### src/rtl/cpu_mem_pkg.sv
// Shared types and default widths for the fetch / load-store memory port arbiter.
package cpu_mem_pkg;

  localparam int CPU_ADDR_W = 32;
  localparam int CPU_DATA_W = 32;

  typedef enum logic {
    OWN_IF = 1'b0,
    OWN_D  = 1'b1
  } owner_e;

  typedef enum logic [1:0] {
    IDLE   = 2'd0,
    ACCESS = 2'd1,
    WAIT   = 2'd2
  } arb_state_e;

endpackage

### src/rtl/mem_port_arbiter_if.sv
// Requester and memory-side signals of the memory port arbiter.
// master: the arbiter itself; slave: the surrounding fetch/load-store/memory environment.
interface mem_port_arbiter_if #(
  parameter int ADDR_W = cpu_mem_pkg::CPU_ADDR_W,
  parameter int DATA_W = cpu_mem_pkg::CPU_DATA_W
) ();

  logic              if_req;
  logic [ADDR_W-1:0] if_addr;
  logic              if_gnt;
  logic              if_rvalid;
  logic [DATA_W-1:0] if_rdata;

  logic              d_req;
  logic              d_we;
  logic [ADDR_W-1:0] d_addr;
  logic [DATA_W-1:0] d_wdata;
  logic              d_gnt;
  logic              d_rvalid;
  logic [DATA_W-1:0] d_rdata;

  logic [ADDR_W-1:0] mem_addr;
  logic [DATA_W-1:0] mem_wdata;
  logic              mem_read;
  logic              mem_write;
  logic [DATA_W-1:0] mem_rdata;

  logic              busy;

  modport master (
    input  if_req, if_addr,
    output if_gnt, if_rvalid, if_rdata,
    input  d_req, d_we, d_addr, d_wdata,
    output d_gnt, d_rvalid, d_rdata,
    output mem_addr, mem_wdata, mem_read, mem_write,
    input  mem_rdata,
    output busy
  );

  modport slave (
    output if_req, if_addr,
    input  if_gnt, if_rvalid, if_rdata,
    output d_req, d_we, d_addr, d_wdata,
    input  d_gnt, d_rvalid, d_rdata,
    input  mem_addr, mem_wdata, mem_read, mem_write,
    output mem_rdata,
    input  busy
  );

endinterface

### src/rtl/mem_port_arbiter_timer.sv
// mem_lat_timer: loadable down-counter timing the memory read latency.
// done is high while the count equals 1, i.e. in the cycle mem_rdata is valid.
module mem_lat_timer
  import cpu_mem_pkg::*;
#(
  parameter int MEM_LAT = 1
) (
  input  logic clk,
  input  logic reset,
  input  logic load,
  input  logic clear,
  output logic done
);

  localparam int CW = (MEM_LAT < 1) ? 1 : $clog2(MEM_LAT + 1);

  logic [CW-1:0] count_reg;

  always_ff @(posedge clk) begin
    if (reset || clear) begin
      count_reg <= '0;
    end else if (load) begin
      count_reg <= CW'(MEM_LAT);
    end else if (count_reg != '0) begin
      count_reg <= count_reg - CW'(1);
    end
  end

  assign done = (count_reg == CW'(1));

endmodule

### src/rtl/mem_port_arbiter.sv
// mem_port_arbiter: shares one single-port data memory between instruction fetch and load/store.
// Optional macro STARVE_GUARD_EN: after STARVE_MAX consecutive IF losses, IF wins the next contention.
module mem_port_arbiter
  import cpu_mem_pkg::*;
#(
  parameter int ADDR_W     = CPU_ADDR_W,
  parameter int DATA_W     = CPU_DATA_W,
  parameter int MEM_LAT    = 1,
  parameter int STARVE_MAX = 4
) (
  input  logic               clk,
  input  logic               reset,
  mem_port_arbiter_if.master bus
);

  if (MEM_LAT < 1) begin : g_bad_mem_lat
    $error("mem_port_arbiter: MEM_LAT must be >= 1");
  end
  if (STARVE_MAX < 1) begin : g_bad_starve_max
    $error("mem_port_arbiter: STARVE_MAX must be >= 1");
  end

  arb_state_e        state_reg;
  arb_state_e        state_next;
  owner_e            owner_reg;
  logic              we_reg;
  logic [ADDR_W-1:0] addr_reg;
  logic [DATA_W-1:0] wdata_reg;

  logic              grant_ok;
  logic              d_wins;
  logic              grant;
  logic              timer_load;
  logic              timer_done;
  logic              read_done;

  // Grants are only given from IDLE and never while reset is asserted.
  assign grant_ok = (state_reg == IDLE) && !reset;

`ifdef STARVE_GUARD_EN
  localparam int SW = $clog2(STARVE_MAX + 1);

  logic [SW-1:0] starve_reg;

  assign d_wins = bus.d_req && !(bus.if_req && (starve_reg == SW'(STARVE_MAX)));

  always_ff @(posedge clk) begin
    if (reset) begin
      starve_reg <= '0;
    end else if (state_reg == IDLE) begin
      if (bus.if_gnt) begin
        starve_reg <= '0;
      end else if (bus.d_gnt && bus.if_req) begin
        if (starve_reg != SW'(STARVE_MAX)) begin
          starve_reg <= starve_reg + SW'(1);
        end
      end else if (!bus.if_req) begin
        starve_reg <= '0;
      end
    end
  end
`else
  assign d_wins = bus.d_req;
`endif

  assign bus.d_gnt  = grant_ok && d_wins;
  assign bus.if_gnt = grant_ok && bus.if_req && !d_wins;
  assign grant      = bus.d_gnt || bus.if_gnt;

  always_comb begin
    state_next = state_reg;
    timer_load = 1'b0;
    case (state_reg)
      IDLE: begin
        if (grant) begin
          state_next = ACCESS;
        end
      end
      ACCESS: begin
        if (we_reg) begin
          state_next = IDLE;
        end else begin
          state_next = WAIT;
          timer_load = 1'b1;
        end
      end
      WAIT: begin
        if (timer_done) begin
          state_next = IDLE;
        end
      end
      default: state_next = IDLE;
    endcase
  end

  always_ff @(posedge clk) begin
    if (reset) begin
      state_reg <= IDLE;
      owner_reg <= OWN_IF;
      we_reg    <= 1'b0;
      addr_reg  <= '0;
      wdata_reg <= '0;
    end else begin
      state_reg <= state_next;
      if (grant) begin
        owner_reg <= d_wins ? OWN_D : OWN_IF;
        we_reg    <= d_wins && bus.d_we;
        addr_reg  <= d_wins ? bus.d_addr : bus.if_addr;
        wdata_reg <= d_wins ? bus.d_wdata : '0;
      end
    end
  end

  mem_lat_timer #(
    .MEM_LAT (MEM_LAT)
  ) u_lat_timer (
    .clk   (clk),
    .reset (reset),
    .load  (timer_load),
    .clear (read_done),
    .done  (timer_done)
  );

  // A read aborted by reset must not deliver data, even if mem_rdata shows up.
  assign read_done = (state_reg == WAIT) && timer_done && !reset;

  assign bus.mem_addr  = addr_reg;
  assign bus.mem_wdata = wdata_reg;
  assign bus.mem_read  = (state_reg == ACCESS) && !we_reg && !reset;
  assign bus.mem_write = (state_reg == ACCESS) && we_reg && !reset;

  assign bus.if_rvalid = read_done && (owner_reg == OWN_IF);
  assign bus.d_rvalid  = read_done && (owner_reg == OWN_D);
  assign bus.if_rdata  = bus.if_rvalid ? bus.mem_rdata : '0;
  assign bus.d_rdata   = bus.d_rvalid ? bus.mem_rdata : '0;

  assign bus.busy = (state_reg != IDLE);

  a_gnt_exclusive: assert property (@(posedge clk) disable iff (reset)
    !(bus.if_gnt && bus.d_gnt));
  a_strobe_exclusive: assert property (@(posedge clk) disable iff (reset)
    !(bus.mem_read && bus.mem_write));

endmodule
### src/flat_wrapper.sv
// flat-port wrapper written by rule: the top's interface ports become plain ports
module mem_port_arbiter_flat import cpu_mem_pkg::*;
#(
  parameter int ADDR_W     = CPU_ADDR_W,
  parameter int DATA_W     = CPU_DATA_W,
  parameter int MEM_LAT    = 1,
  parameter int STARVE_MAX = 4
)
  (clk, reset, bus_if_req, bus_if_addr, bus_if_gnt, bus_if_rvalid, bus_if_rdata, bus_d_req, bus_d_we, bus_d_addr, bus_d_wdata, bus_d_gnt, bus_d_rvalid, bus_d_rdata, bus_mem_addr, bus_mem_wdata, bus_mem_read, bus_mem_write, bus_mem_rdata, bus_busy);
  mem_port_arbiter_if #(.ADDR_W(ADDR_W), .DATA_W(DATA_W)) bus_i ();
  input  logic clk;
  input  logic reset;
  input wire logic [$bits(bus_i.if_req)-1:0] bus_if_req;
  input wire logic [$bits(bus_i.if_addr)-1:0] bus_if_addr;
  output wire logic [$bits(bus_i.if_gnt)-1:0] bus_if_gnt;
  output wire logic [$bits(bus_i.if_rvalid)-1:0] bus_if_rvalid;
  output wire logic [$bits(bus_i.if_rdata)-1:0] bus_if_rdata;
  input wire logic [$bits(bus_i.d_req)-1:0] bus_d_req;
  input wire logic [$bits(bus_i.d_we)-1:0] bus_d_we;
  input wire logic [$bits(bus_i.d_addr)-1:0] bus_d_addr;
  input wire logic [$bits(bus_i.d_wdata)-1:0] bus_d_wdata;
  output wire logic [$bits(bus_i.d_gnt)-1:0] bus_d_gnt;
  output wire logic [$bits(bus_i.d_rvalid)-1:0] bus_d_rvalid;
  output wire logic [$bits(bus_i.d_rdata)-1:0] bus_d_rdata;
  output wire logic [$bits(bus_i.mem_addr)-1:0] bus_mem_addr;
  output wire logic [$bits(bus_i.mem_wdata)-1:0] bus_mem_wdata;
  output wire logic [$bits(bus_i.mem_read)-1:0] bus_mem_read;
  output wire logic [$bits(bus_i.mem_write)-1:0] bus_mem_write;
  input wire logic [$bits(bus_i.mem_rdata)-1:0] bus_mem_rdata;
  output wire logic [$bits(bus_i.busy)-1:0] bus_busy;
  assign bus_i.if_req = bus_if_req;
  assign bus_i.if_addr = bus_if_addr;
  assign bus_if_gnt = bus_i.if_gnt;
  assign bus_if_rvalid = bus_i.if_rvalid;
  assign bus_if_rdata = bus_i.if_rdata;
  assign bus_i.d_req = bus_d_req;
  assign bus_i.d_we = bus_d_we;
  assign bus_i.d_addr = bus_d_addr;
  assign bus_i.d_wdata = bus_d_wdata;
  assign bus_d_gnt = bus_i.d_gnt;
  assign bus_d_rvalid = bus_i.d_rvalid;
  assign bus_d_rdata = bus_i.d_rdata;
  assign bus_mem_addr = bus_i.mem_addr;
  assign bus_mem_wdata = bus_i.mem_wdata;
  assign bus_mem_read = bus_i.mem_read;
  assign bus_mem_write = bus_i.mem_write;
  assign bus_i.mem_rdata = bus_mem_rdata;
  assign bus_busy = bus_i.busy;
  mem_port_arbiter #(.ADDR_W(ADDR_W), .DATA_W(DATA_W), .MEM_LAT(MEM_LAT), .STARVE_MAX(STARVE_MAX)) u_core (.clk(clk), .reset(reset), .bus(bus_i));
endmodule
### config.mk
export PLATFORM = sky130hd
export DESIGN_NAME = mem_port_arbiter_flat
export DESIGN_NICKNAME = d
export VERILOG_FILES = /design/src/rtl/cpu_mem_pkg.sv /design/src/rtl/mem_port_arbiter_if.sv /design/src/rtl/mem_port_arbiter_timer.sv /design/src/rtl/mem_port_arbiter.sv /design/src/flat_wrapper.sv
export SDC_FILE = /design/constraint.sdc
export NUM_CORES = 1
export LEC_CHECK = 0
export ABC_CLOCK_PERIOD_IN_PS = 1400
export BUFFER_PORTS_ARGS = -buffer_cell sky130_fd_sc_hd__buf_2
export CELL_PAD_IN_SITES_DETAIL_PLACEMENT = 1
export CELL_PAD_IN_SITES_GLOBAL_PLACEMENT = 2
export CORE_AREA = 2 2 129 144
export DETAILED_ROUTE_END_ITERATION = 16
export DIE_AREA = 0 0 131 146
export PLACE_DENSITY = 0.85
export SYNTH_ARGS = -nofsm -noshare
export SYNTH_HDL_FRONTEND = slang
export SYNTH_HIERARCHICAL = 1
export SYNTH_SLANG_ARGS = --single-unit
### constraint.sdc
create_clock -name clk -period 1.4 [get_ports clk]
set_clock_uncertainty 0.2 [all_clocks]
set_input_delay 0.14 -clock clk [delete_from_list [all_inputs] [get_ports clk]]
set_output_delay 0.14 -clock clk [all_outputs]
set_load 0.005 [all_outputs]
==> impl_metrics.yaml <==
power_and_ir_drop:
  seqPwrFrac: 0.333
  p_leak_nw: 3.53
  combPwrFrac: 0.288
  clock_power_share: 0.379
  power.density_nw_per_um2: 967
  ir_drop_uv: 618
  p_int_w: 0.00489
  p_sw_w: 0.00196
  sw_frac_of_total: 0.286
  power_w: 0.00685
cts:
  cts_inserted_buffers: 9
  worstSkewPairLatency_ns: 0.34
  clk_pin_slew_ns: 0.06
  root_buffer: "clkbuf_16"
  clock_path_buffers: 2
  clock_sinks: 69
  cts_tree: "built"
  htree_levels: 3
sta:
  slew_headroom: 0.765
  period_minus_slack_ns: 1.93
  max_freq_mhz: 518
  rsz0062_at_grt: "yes"
  holdWs_ns: -0.0217
  max_slew.worst_pin.slew_ns: 0.353
  layout_setup_ws_ns: -0.532
  finalSetupViolCount: 140
  period_share: 1.38
  drv_slew: 0
  tns_ns: -50.12
  hold_violations: 1
detailed_routing:
  via_count: 4180
  drtIter0Drc: 109
  post_drt_wl_per_cell_um: 17.8
  dr.pass1.iters: 4
  routed_wl_um: 17000
  drc: 0
  vias_per_cell: 4.38
  ant_nets: 0
global_routing:
  grt_pass1_wl_um: 25300
  antenna_found_initial: 2
  grt_max_degree: 35
  overflow: 0
  grt_pass1_vias: 4622
  track_usage: 0.172
synth:
  netlist_instances: 317
  syn_avg_cell_area_um2: 10.4
  synth-seq-cells: 69
  syn-num-nets: 450
  ys_types: 28
  synthesis.area_um2: 3300
  yosysSeqAreaShare: 0.418
  ys_warn_count: 6
floorplan:
  start_util: 0.188
  io_pins: 268
  die_h_um: 146
  core_um2: 17500
  rows: 51
  fp.dieW_um: 131
  dieArea_um2: 19100
place:
  place_ws_ns: -0.184
  dpl.hpwl_um: 9770
  routabilityCongestion: 0.758
  io_buffers: 267
  post_dp_cell_area_um2: 5020
critical_path:
  endpoint_kind: "output port"
  cp.required_ns: 1.06
  cp_max_fo: 33
  critPathLaunchType: "flip-flop"
  critical_path_class: "flip-flop to output port"
  cp.arrival_ns: 1.59
status:
  violations: "hold timing, setup timing"
  status: "complete, but fails checks"
layout:
  final.fill_count: 1987
  drive_gt1_frac: 0.577
  fin_area_um2: 7080
  final_util: 0.403
  fin_nets: 842
  area_growth_pct: 114
job:
  maxCapViolations: 0
min_path:
  hold_path_class: "input pin to flip-flop"
[cells in the final DEF (no fill, tap or decap), drive strengths merged, types with 2 or more instances in the layout]
| master | synthesis | final |
|---|---|---|
| dlygate4sd3 | 0 | 91 |
| mux2i | 32 | 32 |
| nor2 | 3 | 3 |
| and3 | 32 | 32 |
| inv | 2 | 5 |
| a211oi | 32 | 32 |
| nor3b | 2 | 2 |
| diode | 0 | 2 |
| a22o | 33 | 33 |
| and2 | 34 | 34 |
| dfxtp | 69 | 69 |
| bufinv | 0 | 2 |
| clkbuf | 18 | 11 |
| a21oi | 34 | 34 |
| buf | 16 | 322 |
| clkinvlp | 0 | 2 |
| or3b | 3 | 3 |
[Yosys cell counts, drive strengths merged]
cell	n	area, um^2
a22o	33	289
a211oi	32	390
and3	32	200
nor2	3	18.8
or3b	3	26.3
clkbuf	18	67.6
nor3b	2	31.3
and4bb	1	12.5
nor3	1	5.00
mux2i	32	320
nor4bb	1	10.0
inv	2	7.50
or2	1	6.26
and2	34	215
nor2b	1	6.26
dfxtp	69	1380
a21oi	34	174
a22oi	1	7.51
buf	16	125
and2b	1	7.51
[cell type report]
| class | count | area, um^2 | share of cell area |
|---|---|---|---|
| clock inverters | 7 | 106 | 0.0150 |
| clock buffers | 9 | 225 | 0.0318 |
| repair buffers | 415 | 3190 | 0.450 |
| flip-flops and latches | 69 | 1390 | 0.196 |
| inverters | 2 | 7.51 | 0.00106 |
| multi-input cells | 212 | 1870 | 0.264 |
| well taps | 238 | 298 | 0.0421 |
| diodes | 2 | 5.00 | 0.000707 |
[cells by family (layout without fill, tap and decap cells)]
group | count (synthesis) | in the layout | synth area share
buffers and inverters | 36 | 433 | 0.0606
AO/OA/AOI/OAI | 100 | 100 | 0.261
AND/OR/NAND/NOR | 80 | 80 | 0.163
other | 0 | 2 | 0
multiplexers | 32 | 32 | 0.0970
flip-flops | 69 | 69 | 0.418
[critical path, cell delays in order, from the launching register on]
cell,delay [ns]
dfxtp_2,0.32
and4bb_4,0.32
and2b_2,0.17
buf_12,0.16
and2_1,0.15
buf_2,0.11
[per-stage QoR]
step	cells	hold slack [ns]
2_1_floorplan	317	0.0107
3_3_place_gp	813	0.156
3_5_place_dp	813	0.162
4_1_cts	949	0.00249
5_1_grt	953	0.00469
6_report	954	-0.0217
[per-layer routing]
| metal | GRT usage | routed length, um | share of wire |
|---|---|---|---|
| met1 | 0.185 | 6420 | 0.38 |
| met2 | 0.313 | 8990 | 0.53 |
| met3 | 0.0434 | 1050 | 0.062 |
| met4 | 0.0739 | 504 | 0.030 |
| met5 | 0 | 0 | 0 |
[power groups by stage]
stage / registers, W / clock network (W) / logic, W
3_5_place_dp: 0.00232 / 0 / 0.00133
5_1_grt: 0.00231 / 0.00274 / 0.00212
4_1_cts: 0.00228 / 0.00267 / 0.00193
3_3_place_gp: 0.00231 / 0 / 0.00132
6_report: 0.00228 / 0.00259 / 0.00197
2_1_floorplan: 0.00234 / 0 / 0.000690
[final timing paths]
check,startpoint,to,slack [ns],cells after the start
min reg2reg,u_core/bus.mem_wdata[25]$_SDFFE_PP0P_,u_core/bus.mem_wdata[25]$_SDFFE_PP0P_,0.27,1
max reg2reg,u_core/state_reg[1]$_SDFFE_PP0P_,u_core/bus.mem_wdata[9]$_SDFFE_PP0P_,-0.34,9
max,u_core/state_reg[0]$_SDFFE_PP0P_,bus_if_rdata[9],-0.53,5
min,bus_if_addr[24],u_core/bus.mem_addr[24]$_SDFFE_PP0P_,-0.02,3
[timing repair]
item | in CTS | in global routing
setup endpoints to repair | 135 | 140
setup buffers | 20 | 8
gates resized for setup | 43 | 37
hold endpoints to repair | 63 | 0
pin swaps | 4 | 25
cloned | 10 | 2
hold buffers | 91 | 0
(Power assumes the default switching activity.)
